$ cat src/rtl/addsub_pkg.sv
// Shared definitions for the digit-serial add/subtract unit: op codes,
// FSM state encoding and the digit-counter width helper.
package addsub_pkg;

  typedef enum logic [1:0] {
    OP_ADD = 2'b00,
    OP_SUB = 2'b01,
    OP_ADC = 2'b10,
    OP_SBC = 2'b11
  } op_e;

  typedef enum logic [1:0] {
    ST_IDLE = 2'b00,
    ST_RUN  = 2'b01,
    ST_DONE = 2'b10
  } state_e;

  // Counter must hold 0..NDIG-1; keep at least one bit when NDIG is 1.
  function automatic int cnt_width(input int ndig);
    return (ndig < 2) ? 1 : $clog2(ndig);
  endfunction

endpackage

$ cat src/rtl/addsub_digit.sv
// Combinational DIGIT-bit ripple-carry slice; also exposes the carry into
// its MSB so the top level can form two's-complement overflow.
module addsub_digit #(
  parameter int DIGIT = 4
) (
  input  logic [DIGIT-1:0] a_d,
  input  logic [DIGIT-1:0] b_d,
  input  logic             cin,
  output logic [DIGIT-1:0] s_d,
  output logic             cout,
  output logic             c_msb
);

  logic [DIGIT:0] c;

  always_comb begin
    c    = '0;
    s_d  = '0;
    c[0] = cin;
    for (int i = 0; i < DIGIT; i++) begin
      s_d[i]   = a_d[i] ^ b_d[i] ^ c[i];
      c[i+1]   = (a_d[i] & b_d[i]) | (c[i] & (a_d[i] ^ b_d[i]));
    end
  end

  assign cout  = c[DIGIT];
  assign c_msb = c[DIGIT-1];

endmodule

$ cat src/rtl/addsub_serial.sv
// Digit-serial add/subtract with carry chaining (ADC/SBC), valid/ready on
// both sides, LSB-first, WIDTH/DIGIT cycles per operation.
module addsub_serial
  import addsub_pkg::*;
#(
  parameter int WIDTH = 32,
  parameter int DIGIT = 4
) (
  input  logic             clk,
  input  logic             rst,
  input  logic             in_valid,
  output logic             in_ready,
  input  logic [WIDTH-1:0] a,
  input  logic [WIDTH-1:0] b,
  input  logic [1:0]       op,
  output logic             out_valid,
  input  logic             out_ready,
  output logic [WIDTH-1:0] sum,
  output logic             cout,
  output logic             ovf,
  output logic             zero
);

  localparam int NDIG = WIDTH / DIGIT;
  localparam int CW   = cnt_width(NDIG);
  localparam logic [CW-1:0] LAST = CW'(NDIG - 1);

  if ((WIDTH < 2) || (DIGIT < 1) || ((WIDTH % DIGIT) != 0)) begin : g_param_check
    $error("addsub_serial: WIDTH must be >= 2 and a multiple of DIGIT");
  end

  state_e            state;
  state_e            state_nx;
  logic [WIDTH-1:0]  a_sh;
  logic [WIDTH-1:0]  b_sh;
  logic [WIDTH-1:0]  a_nx;
  logic [WIDTH-1:0]  b_nx;
  logic [WIDTH-1:0]  sum_q;
  logic [WIDTH-1:0]  sum_nx;
  logic [CW-1:0]     cnt;
  logic              carry;
  logic              zrun;
  logic              cf;
  logic              cin_init;
  logic              accept;
  logic              last;
  logic [DIGIT-1:0]  s_d;
  logic              d_cout;
  logic              d_cmsb;

  addsub_digit #(.DIGIT(DIGIT)) u_digit (
    .a_d   (a_sh[DIGIT-1:0]),
    .b_d   (b_sh[DIGIT-1:0]),
    .cin   (carry),
    .s_d   (s_d),
    .cout  (d_cout),
    .c_msb (d_cmsb)
  );

  // With a single digit there is nothing to shift down.
  if (NDIG == 1) begin : g_single
    assign sum_nx = s_d;
    assign a_nx   = a_sh;
    assign b_nx   = b_sh;
  end else begin : g_multi
    assign sum_nx = {s_d, sum_q[WIDTH-1:DIGIT]};
    assign a_nx   = {{DIGIT{1'b0}}, a_sh[WIDTH-1:DIGIT]};
    assign b_nx   = {{DIGIT{1'b0}}, b_sh[WIDTH-1:DIGIT]};
  end

  always_ff @(posedge clk) begin
    if (rst) state <= ST_IDLE;
    else     state <= state_nx;
  end

  always_comb begin
    state_nx = state;
    case (state)
      ST_IDLE: if (accept)    state_nx = ST_RUN;
      ST_RUN:  if (last)      state_nx = ST_DONE;
      ST_DONE: if (out_ready) state_nx = ST_IDLE;
      default:                state_nx = ST_IDLE;
    endcase
  end

  always_comb begin
    in_ready  = (state == ST_IDLE) && !rst;
    out_valid = (state == ST_DONE);
    accept    = in_valid && in_ready;
    last      = (cnt == LAST);
  end

  always_comb begin
    case (op)
      OP_ADD:  cin_init = 1'b0;
      OP_SUB:  cin_init = 1'b1;
      default: cin_init = cf;
    endcase
  end

  // Control and flags; cf only changes when an operation completes.
  always_ff @(posedge clk) begin
    if (rst) begin
      cnt   <= '0;
      carry <= 1'b0;
      zrun  <= 1'b0;
      cf    <= 1'b0;
      cout  <= 1'b0;
      ovf   <= 1'b0;
      zero  <= 1'b0;
      sum_q <= '0;
    end else if (accept) begin
      cnt   <= '0;
      carry <= cin_init;
      zrun  <= 1'b1;
    end else if (state == ST_RUN) begin
      sum_q <= sum_nx;
      carry <= d_cout;
      zrun  <= zrun & (s_d == '0);
      cnt   <= cnt + 1'b1;
      if (last) begin
        cout <= d_cout;
        ovf  <= d_cout ^ d_cmsb;
        zero <= zrun & (s_d == '0);
        cf   <= d_cout;
      end
    end
  end

  // Operand shift registers carry no control meaning and are not reset.
  always_ff @(posedge clk) begin
    if (accept) begin
      a_sh <= a;
      b_sh <= op[0] ? ~b : b;
    end else if (state == ST_RUN) begin
      a_sh <= a_nx;
      b_sh <= b_nx;
    end
  end

  assign sum = sum_q;

endmodule

$ cat config.mk
export PLATFORM = sky130hd
export DESIGN_NAME = addsub_serial
export DESIGN_NICKNAME = d
export VERILOG_FILES = /design/src/rtl/addsub_pkg.sv /design/src/rtl/addsub_digit.sv /design/src/rtl/addsub_serial.sv
export SDC_FILE = /design/constraint.sdc
export NUM_CORES = 1
export LEC_CHECK = 0
export CORE_MARGIN = 3
export CORE_UTILIZATION = 54
export DETAILED_ROUTE_END_ITERATION = 6
export GPL_ROUTABILITY_DRIVEN = 0
export PLACE_DENSITY = 0.93
export SETUP_SLACK_MARGIN = 0.4
export SYNTH_ARGS = -nofsm -noshare
export SYNTH_HDL_FRONTEND = slang
export SYNTH_SLANG_ARGS = --single-unit
$ cat constraint.sdc
create_clock -name clk -period 4.5 [get_ports clk]
set_input_delay 0.675 -clock clk [delete_from_list [all_inputs] [get_ports clk]]
set_output_delay 0.675 -clock clk [all_outputs]
set_load 0.02 [all_outputs]
## Word-level counts from Yosys, hierarchy flattened

Cells that the tools add are included.

| word-level totals | value |
|---|---|
| flip-flop bits (word level) | 106 |
| input port bits | 70 |
| word-level logic and storage cells | 67 |

| cells by class | value |
|---|---|
| add/sub/neg operators | 1 |
| equality and inequality tests | 7 |
| muxes and demuxes | 14 |
| bitwise operators | 24 |
| reductions and logical operators | 11 |

Operators with widths:

| kind | count |
|---|---|
| $mux 32 | 5 |
| $not 32->32 | 1 |
| $and 1x1->1 | 9 |
| $xor 1x1->1 | 9 |
| $mux 2 | 3 |
| $pmux 2 s3 | 1 |
| $reduce_and 3->1 | 2 |
| $eq 2x1->1 const B | 2 |
| $logic_not 2->1 | 2 |
| $logic_not 4->1 | 1 |
| $mux 1 | 4 |
| $ne 2x2->1 const B | 2 |
| $or 1x1->1 | 4 |
| $add 3x1->3 const B | 1 |
| $eq 3x3->1 const B | 1 |
| $eq 2x2->1 const B | 1 |
| $logic_and 1x1->1 | 2 |
| $ne 2x1->1 const B | 1 |
| $pmux 1 s2 | 1 |
| $reduce_and 2->1 | 1 |
| $reduce_bool 2->1 | 1 |
| $reduce_or 2->1 | 1 |
| $logic_not 1->1 | 1 |
| $not 1->1 | 1 |

## Longest topological paths before layout

Gate-level depths: netlist of run 1.

| logic depth | value |
|---|---|
| depth after elaboration | 12 |
| mapped depth | 10 |

## By module

Synthesis of run 1 repeated with hierarchy kept, for this count alone.

| unflattened totals | value |
|---|---|
| cell total of the unflattened synthesis | 464 |
| area, all modules | 4565.6 sq um |

By module, submodules not included:

| module | instances | cells an instance | area an instance (sq um) | sequential area each (sq um) |
|---|---|---|---|---|
| addsub_serial | 1 | 452 | 4455.5 | 2762.6 |
| addsub_digit | 1 | 12 | 110.1 | 0.0 |

## Worst setup path before layout of run 1

Ideal clock, no wire load.

| timing | value |
|---|---|
| kind | input -> register |
| start | input rst |
| end | register a_sh[0] (enable) |
| setup time | 0.424 ns |
| arrival | 2.988 ns |
| required time | 4.076 ns |
| setup slack | 1.089 ns |
| stages on the path | 4 |
| buffers on the path | 1 |
| path through | buf_2 > nor3_1 > nand2_1 > nand2_1 |

| on the way | value |
|---|---|
| cells in the longest elaborated chain, start to end | 4 |

RTL lines:

| item | line | RTL |
|---|---|---|
| from (decl) | addsub_serial.sv:10 | `input logic rst,` |
| $logic_not 1->1 | addsub_serial.sv:87 | `in_ready = (state == ST_IDLE) && !rst;` |
| $logic_and 1x1->1 | addsub_serial.sv:87 |  |
| net in_ready | addsub_serial.sv:12 | `output logic in_ready,` |
| $logic_and 1x1->1 | addsub_serial.sv:89 | `accept = in_valid && in_ready;` |
| $reduce_bool 2->1 (no source line) | n/a |  |
| to (signal assigned) | addsub_serial.sv:136 | `a_sh <= a_nx;` |
| to (decl) | addsub_serial.sv:34 | `logic [WIDTH-1:0] a_sh;` |

The timed path passes the listed nets, and every way through them passes these cells.
A chain may end at the register's enable or synchronous reset.

## Final worst setup path of run 1

| timing | value |
|---|---|
| start | input rst |
| end | output in_ready |

| on the way | value |
|---|---|
| cells in the longest elaborated chain, start to end | 2 |

RTL lines:

| item | line |
|---|---|
| $logic_not 1->1 | addsub_serial.sv:87 |
| $logic_and 1x1->1 | addsub_serial.sv:87 |
| to (decl) | addsub_serial.sv:12 |

Every way passes these cells.

==> flow_summary_export.csv, run 1 <==
group,metric,value,unit
status,status,"completed",
power_and_ir_drop,p_seq_frac,0.556,
timing,period_share,0.6848,
finish,post_layout_nonfiller_instances,601,
logic_synthesis,synth_cell_type_count,29,
logic_synthesis,synth.cells.most_frequent,"sky130_fd_sc_hd__a21oi_1, sky130_fd_sc_hd__edfxtp_1, sky130_fd_sc_hd__nand2_1",
timing,timing.slew.headroom,0.3939,
worst_setup_path,critPathSlowestCell,"sky130_fd_sc_hd__clkdlybuf4s50_1",
floorplanning,initial_core_utilization,0.5754,
logic_synthesis,yosysTopAreaCellShare,0.4192,
clocking,ctsLongestPathBuffers,2,
floorplanning,ioPinCount,107,
timing,worst-slew-pin-transition,0.9091,ns
worst_setup_path,critical_path_class,"in -> out",
hold_path,hold_path.class,"reg -> reg",
clocking,clk_pin_slew_worst_paths,0.09,ns
grt,grt_first_pass_wirelength,15220,um
logic_synthesis,synth-seq-cells,106,
place,place.detailed.hpwl,6577,um
power_and_ir_drop,power.ir.vdd_worst,0.1789,mV
grt,groute.usage.overall,0.2019,
logic_synthesis,netlist_top_cells_area,"sky130_fd_sc_hd__edfxtp_1, sky130_fd_sc_hd__dfxtp_1, sky130_fd_sc_hd__a21oi_1",
power_and_ir_drop,switching_share,0.2344,
floorplanning,fp.dieArea,9631,um^2
worst_setup_path,crit_arrival,2.41,ns
timing,totalNegativeSetupSlack,0,ns
grt,grt_start_max_net_pins,95,
finish,insertedDiodeCount,0,
place,dp_worst_setup_slack,1.133,ns
detailed_routing,wl_per_cell,15.72,um
finish,layout.nets,570,
clocking,tritoncts_sink_count,106,
logic_synthesis,synth.yosys.warnings,0,
grt,grt_pass1_vias,3252,
worst_setup_path,data_required_time_at_the_worst_endpoint,3.83,ns
clocking,root_buffer,"sky130_fd_sc_hd__clkbuf_8",
timing,timing.hold.ws,0.4652,ns
worst_setup_path,timing.critical_path.from_type,"primary input",
place,port_buffers,106,
detailed_routing,post-route-drc-count,0,
logic_synthesis,yosys_most_used_dff,"sky130_fd_sc_hd__edfxtp_1",
worst_setup_path,critical_path.cell_chain,"clkdlybuf4s50_1, nor3_1, clkdlybuf4s50_1",
detailed_routing,vias_per_cell,5.300,
logic_synthesis,netlist_instances,399,
floorplanning,die_h,98.14,um
detailed_routing,via_count,3185,
place,dpl.cell_count,585,
clocking,postCtsHoldBufs,0,
power_and_ir_drop,clock_power_share,0.301,
logic_synthesis,synth.cell_area,4584,um^2
worst_setup_path,timing.critical_path.fanout_max,13,
timing,timing.final.hold_violations,0,
timing,worst_slack,1.418,ns
worst_setup_path,critPathMostFrequentCell,"sky130_fd_sc_hd__clkdlybuf4s50_1",
logic_synthesis,synth_enable_flop_cells,64,
power_and_ir_drop,p_leak,1.998,nW
logic_synthesis,synth_sequential_area_ratio,0.6026,
power_and_ir_drop,internal_power,1.575,mW
power_and_ir_drop,net-switching-power,0.4823,mW
floorplanning,core_ar,7968,um^2
worst_setup_path,end_kind,"output port",
job,max-cap-violations,0,
timing,rsz0062_at_grt,"false",
detailed_routing,detailed_route_iter0_violations,157,
detailed_routing,detail_route.wirelength,9448,um
power_and_ir_drop,comb_power_share,0.142,
detailed_routing,antenna_violating_nets_post_route,0,
floorplanning,die-width,98.14,um
clocking,tritoncts.num_buffers,9,
logic_synthesis,netlist.top_cell.by_area,"sky130_fd_sc_hd__edfxtp_1",
clocking,post_cts_resize_count,0,
clocking,h-tree-depth,3,
logic_synthesis,post_synthesis_mean_instance_area,11.49,um^2
clocking,cts_tree,"yes",
grt,overflow,0,
timing,final-setup-viol-count,0,
finish,syn2layout_area_growth,27.57,%
worst_setup_path,slowest_delay,0.69,ns
timing,skew,0.009305,ns
grt,grt_antenna_before_repair,0,
timing,timing.final.max_slew_violations,0,
logic_synthesis,postSynth.asyncResetShare,0,
timing,period_needed,3.082,ns
detailed_routing,detail_route.first_pass.iterations,4,
finish,layout-drive-gt1-share,0.09419,
timing,achievable-frequency,324.5,MHz
floorplanning,rows,32,
power_and_ir_drop,power-per-cell-area,351.8,nW/um^2
clocking,clock_latency_at_the_later_pin_of_the_worst_skew_pair,0.36,ns
clocking,post_cts_buffers,0,
logic_synthesis,synth.net_count,475,
-- path summary, 6_finish.rpt --
kind | from | endpoint | slack, ns | depth (start not counted)
setup / recovery | rst | in_ready | 1.42 | 3
hold / removal | sum[1] | sum[1] | 0.47 | 2
setup reg to reg | a_sh[0] | zero | 2.08 | 9
hold reg to reg | sum[1] | sum[1] | 0.47 | 2
-- cell type report --
class | count | area [um^2]
flip-flops and latches | 106 | 2763
clock buffers | 10 | 127.6
well taps | 102 | 127.6
inverters | 8 | 30.03
multi-input cells | 258 | 1625
clock inverters | 6 | 81.33
repair buffers | 111 | 1094
fillers | 534 | 2120
-- critical path: cells and delay by family --
kind	cells	cell delay (ns)
buffers and inverters	2	1.38
AND/OR/NAND/NOR	1	0.34
-- logic make-up (layout without fill, tap and decap cells) --
group	Yosys count	in the layout	share of synthesized area
flops	106	106	0.6026
xor+xnor	34	34	0.06496
mux	33	33	0.07969
compound gates	69	69	0.07833
fa+ha+maj	6	6	0.02293
simple gates	116	116	0.1075
buf+inv	35	135	0.04394
-- power groups by stage --
stage | Sequential, mW | Combinational (mW) | Clock (mW)
2_1_floorplan | 1.17 | 0.176 | 0
3_3_place_gp | 1.16 | 0.276 | 0
3_5_place_dp | 1.17 | 0.290 | 0
4_1_cts | 1.14 | 0.295 | 0.627
5_1_grt | 1.15 | 0.321 | 0.673
6_report | 1.14 | 0.293 | 0.620
-- layer usage --
layer,part of all wire,global-route usage,vias to the layer above
met5,0,0,-
met4,0.023,0.08403,0
met3,0.059,0.05714,23
met2,0.52,0.3414,122
met1,0.40,0.2435,1493
li1,-,-,1547
-- layout by cell type (no fill, tap or decap), types with 2 or more instances in the layout --
cell type	count
sky130_fd_sc_hd__a211oi_1	2
sky130_fd_sc_hd__a21oi_1	64
sky130_fd_sc_hd__and2_1	4
sky130_fd_sc_hd__buf_4	5
sky130_fd_sc_hd__bufinv_16	2
sky130_fd_sc_hd__clkbuf_8	9
sky130_fd_sc_hd__clkdlybuf4s50_1	105
sky130_fd_sc_hd__clkinv_2	2
sky130_fd_sc_hd__dfxtp_1	42
sky130_fd_sc_hd__edfxtp_1	64
sky130_fd_sc_hd__fa_1	4
sky130_fd_sc_hd__ha_1	2
sky130_fd_sc_hd__inv_1	8
sky130_fd_sc_hd__mux2_1	4
sky130_fd_sc_hd__mux2_2	24
sky130_fd_sc_hd__mux2i_1	5
sky130_fd_sc_hd__nand2_1	62
sky130_fd_sc_hd__nand2b_1	2
sky130_fd_sc_hd__nand3b_1	2
sky130_fd_sc_hd__nor2_1	35
sky130_fd_sc_hd__nor3_1	5
sky130_fd_sc_hd__xnor2_1	34
-- sequential cells by signal (all words and copies together) (netlist names) --
name and flops:
a_sh 32, b_sh 32, carry 1, cf 1, cnt 3, ovf 1
state 2, sum 32, zero 1, zrun 1
-- through the flow --
step | total power [mW] | instance area, um^2 | util
floorplan | 1.342 | 4584 | -
global placement | 1.437 | 5639 | 0.7078
detailed placement | 1.456 | 5639 | 0.7078
CTS | 2.066 | 5848 | 0.7340
global route | 2.145 | 5848 | 0.7340
finish | 2.057 | 5848 | 0.7340
No activity file was read; power rests on OpenSTA's default activity.
==> inputs of run 2 (changes only) <==
--- a/config.mk
+++ b/config.mk
@@ -6,10 +6,10 @@
 export NUM_CORES = 1
 export LEC_CHECK = 0
 export CORE_MARGIN = 3
-export CORE_UTILIZATION = 54
+export CORE_UTILIZATION = 50
 export DETAILED_ROUTE_END_ITERATION = 6
 export GPL_ROUTABILITY_DRIVEN = 0
-export PLACE_DENSITY = 0.93
+export PLACE_DENSITY = 0.88
 export SETUP_SLACK_MARGIN = 0.4
 export SYNTH_ARGS = -nofsm -noshare
 export SYNTH_HDL_FRONTEND = slang
==> constraint.sdc (replaced) <==
create_clock -name clk -period 3.21 [get_ports clk]
set_input_delay 0.4815 -clock clk [delete_from_list [all_inputs] [get_ports clk]]
set_output_delay 0.4815 -clock clk [all_outputs]
set_load 0.02 [all_outputs]
==> run 2 against run 1 <==
Die area is 7.5% higher; wire length is 7.4% lower; global-route usage is 2.7 points lower; critical path type unchanged; highest routed layer unchanged.
==> flow_summary_export.csv, run 2 (synthesized netlist as in run 1, its figures left out) <==
group,metric,value,unit
worst_setup_path,crit_arrival,1.98,ns
grt,grt_antenna_before_repair,0,
timing,timing.final.max_slew_violations,0,
clocking,tritoncts_sink_count,106,
floorplanning,fp.dieArea,10350,um^2
worst_setup_path,r2r_start,"b_sh[0]",
power_and_ir_drop,power-per-cell-area,485.9,nW/um^2
place,port_buffers,106,
finish,mostFrequentLayoutCells,"sky130_fd_sc_hd__clkdlybuf4s50_1, sky130_fd_sc_hd__a21oi_1, sky130_fd_sc_hd__edfxtp_1",
finish,layout_filler_cell_count,670,
floorplanning,initial_core_utilization,0.5206,
timing,period_share,0.7670,
grt,grt_pass1_vias,3030,
timing,timing.slew.headroom,0.4175,
power_and_ir_drop,comb_power_share,0.141,
clocking,root_buffer,"sky130_fd_sc_hd__clkbuf_8",
worst_setup_path,timing.critical_path.from_type,"primary input",
power_and_ir_drop,p_seq_frac,0.561,
grt,grt_start_max_net_pins,95,
grt,grt_first_pass_wirelength,14160,um
detailed_routing,detail_route.first_pass.iterations,4,
detailed_routing,wl_per_cell,14.38,um
worst_setup_path,rrSetupSlack,0.84,ns
floorplanning,die-width,101.8,um
detailed_routing,detail_route.wirelength,8745,um
place,place.detailed.hpwl,6316,um
timing,achievable-frequency,406.2,MHz
grt,groute.usage.overall,0.1746,
finish,layout.cells.most_common,"sky130_fd_sc_hd__clkdlybuf4s50_1",
detailed_routing,vias_per_cell,5.179,
clocking,postCtsHoldBufs,0,
timing,skew,0.01219,ns
timing,final-setup-viol-count,0,
finish,syn2layout_area_growth,28.17,%
timing,timing.final.hold_violations,0,
worst_setup_path,critical_path.cell_chain,"clkdlybuf4s50_1, nor3_1, clkdlybuf4s50_1",
timing,totalNegativeSetupSlack,0,ns
power_and_ir_drop,p_leak,2.012,nW
worst_setup_path,slowest_delay,0.69,ns
power_and_ir_drop,switching_share,0.2318,
worst_setup_path,end_kind,"output port",
worst_setup_path,timing.critical_path.fanout_max,7,
clocking,clock_latency_at_the_later_pin_of_the_worst_skew_pair,0.36,ns
finish,layout.area.seq,2763,um^2
detailed_routing,detailed_route_iter0_violations,179,
floorplanning,core_ar,8806,um^2
status,status,"completed",
worst_setup_path,critPathMostFrequentCell,"sky130_fd_sc_hd__clkdlybuf4s50_1",
clocking,tritoncts.num_buffers,9,
timing,period_needed,2.462,ns
clocking,clk_pin_slew_worst_paths,0.10,ns
clocking,post_cts_buffers,0,
clocking,ctsLongestPathBuffers,2,
detailed_routing,post-route-drc-count,0,
worst_setup_path,r2r_end,"zrun",
finish,layout-drive-gt1-share,0.09800,
worst_setup_path,critical_path_cell_count,3,
worst_setup_path,critical_path_class,"in -> out",
worst_setup_path,worst_path_dominant_cell_family,"buffers and inverters",
power_and_ir_drop,net-switching-power,0.6619,mW
floorplanning,ioPinCount,107,
worst_setup_path,r2r.worst_path.cells,9,
detailed_routing,via_count,3149,
floorplanning,die_h,101.8,um
worst_setup_path,worstPathBufferInverterCount,2,
floorplanning,rows,34,
power_and_ir_drop,power.ir.vdd_worst,0.2672,mV
worst_setup_path,setup.worst_path.end,"in_ready",
power_and_ir_drop,internal_power,2.193,mW
worst_setup_path,data_required_time_at_the_worst_endpoint,2.73,ns
timing,rsz0062_at_grt,"false",
finish,multi_input_area,1625,um^2
timing,worst-slew-pin-transition,0.8738,ns
worst_setup_path,launching_instance_or_port_of_the_critical_path,"rst",
grt,overflow,0,
finish,insertedDiodeCount,0,
job,max-cap-violations,0,
detailed_routing,antenna_violating_nets_post_route,0,
power_and_ir_drop,clock_power_share,0.298,
finish,final_util,0.6672,
finish,layout.nets,571,
clocking,h-tree-depth,3,
clocking,post_cts_resize_count,0,
worst_setup_path,critPathSlowestCell,"sky130_fd_sc_hd__clkdlybuf4s50_1",
clocking,cts_tree,"yes",
hold_path,hold_path.class,"reg -> reg",
-- run 2: power groups by stage --
stage / Clock, mW / Combinational [mW] / Sequential [mW]
5_1_grt: 0.920 / 0.446 / 1.61
2_1_floorplan: 0 / 0.247 / 1.63
3_5_place_dp: 0 / 0.405 / 1.63
3_3_place_gp: 0 / 0.388 / 1.63
6_report: 0.852 / 0.402 / 1.60
4_1_cts: 0.867 / 0.407 / 1.60
-- run 2: worst register-to-register path: cells and delay by family, from the launching register on --
family / cells / cell delay (ns)
DFF: 1 / 0.39
AOI/OAI and AO/OA: 1 / 0.09
adders and majority gates: 4 / 1.39
buffers and inverters: 3 / 0.23
and+or+nand+nor: 1 / 0.15
-- run 2: how the worst min path moves through the flow --
stage | startpoint | endpoint | depth (start not counted)
final | sum[1] | sum[1] | 2
after global routing | sum[1] | sum[1] | 2
after CTS | sum[2] | sum[2] | 2
after detailed placement | sum[2] | sum[2] | 2
after global placement | sum[3] | sum[3] | 2
after floorplan | zrun | zero | 2
-- run 2: final cells by class --
type / count / share of cell area
Clock buffer: 12 / 0.02726
Inverter: 8 / 0.005111
Timing Repair Buffer: 112 / 0.1895
Sequential cell: 106 / 0.4702
Clock inverter: 4 / 0.008305
Tap cell: 108 / 0.02300
Multi-Input combinational cell: 258 / 0.2766
-- run 2: per-layer routing --
layer / track usage / vias to the layer above / routed length [um]
met2: 0.3048 / 116 / 4353
met4: 0.04090 / 0 / 119
met5: 0 / - / 0
met1: 0.2114 / 1474 / 3524
li1: - / 1550 / -
met3: 0.05441 / 9 / 748
-- run 2: through the flow --
step / instance area (um^2) / hold slack (ns) / worst slack, ns / power [mW] / cells
3_5_place_dp: 5667 / 0.4540 / 0.7445 / 2.039 / 592
2_1_floorplan: 4587 / 0.4737 / 0.5825 / 1.879 / 399
3_3_place_gp: 5667 / 0.4433 / 0.7516 / 2.014 / 592
6_report: 5876 / 0.4655 / 0.7480 / 2.855 / 608
5_1_grt: 5876 / 0.4873 / 0.6434 / 2.979 / 608
4_1_cts: 5876 / 0.4680 / 0.7399 / 2.877 / 608
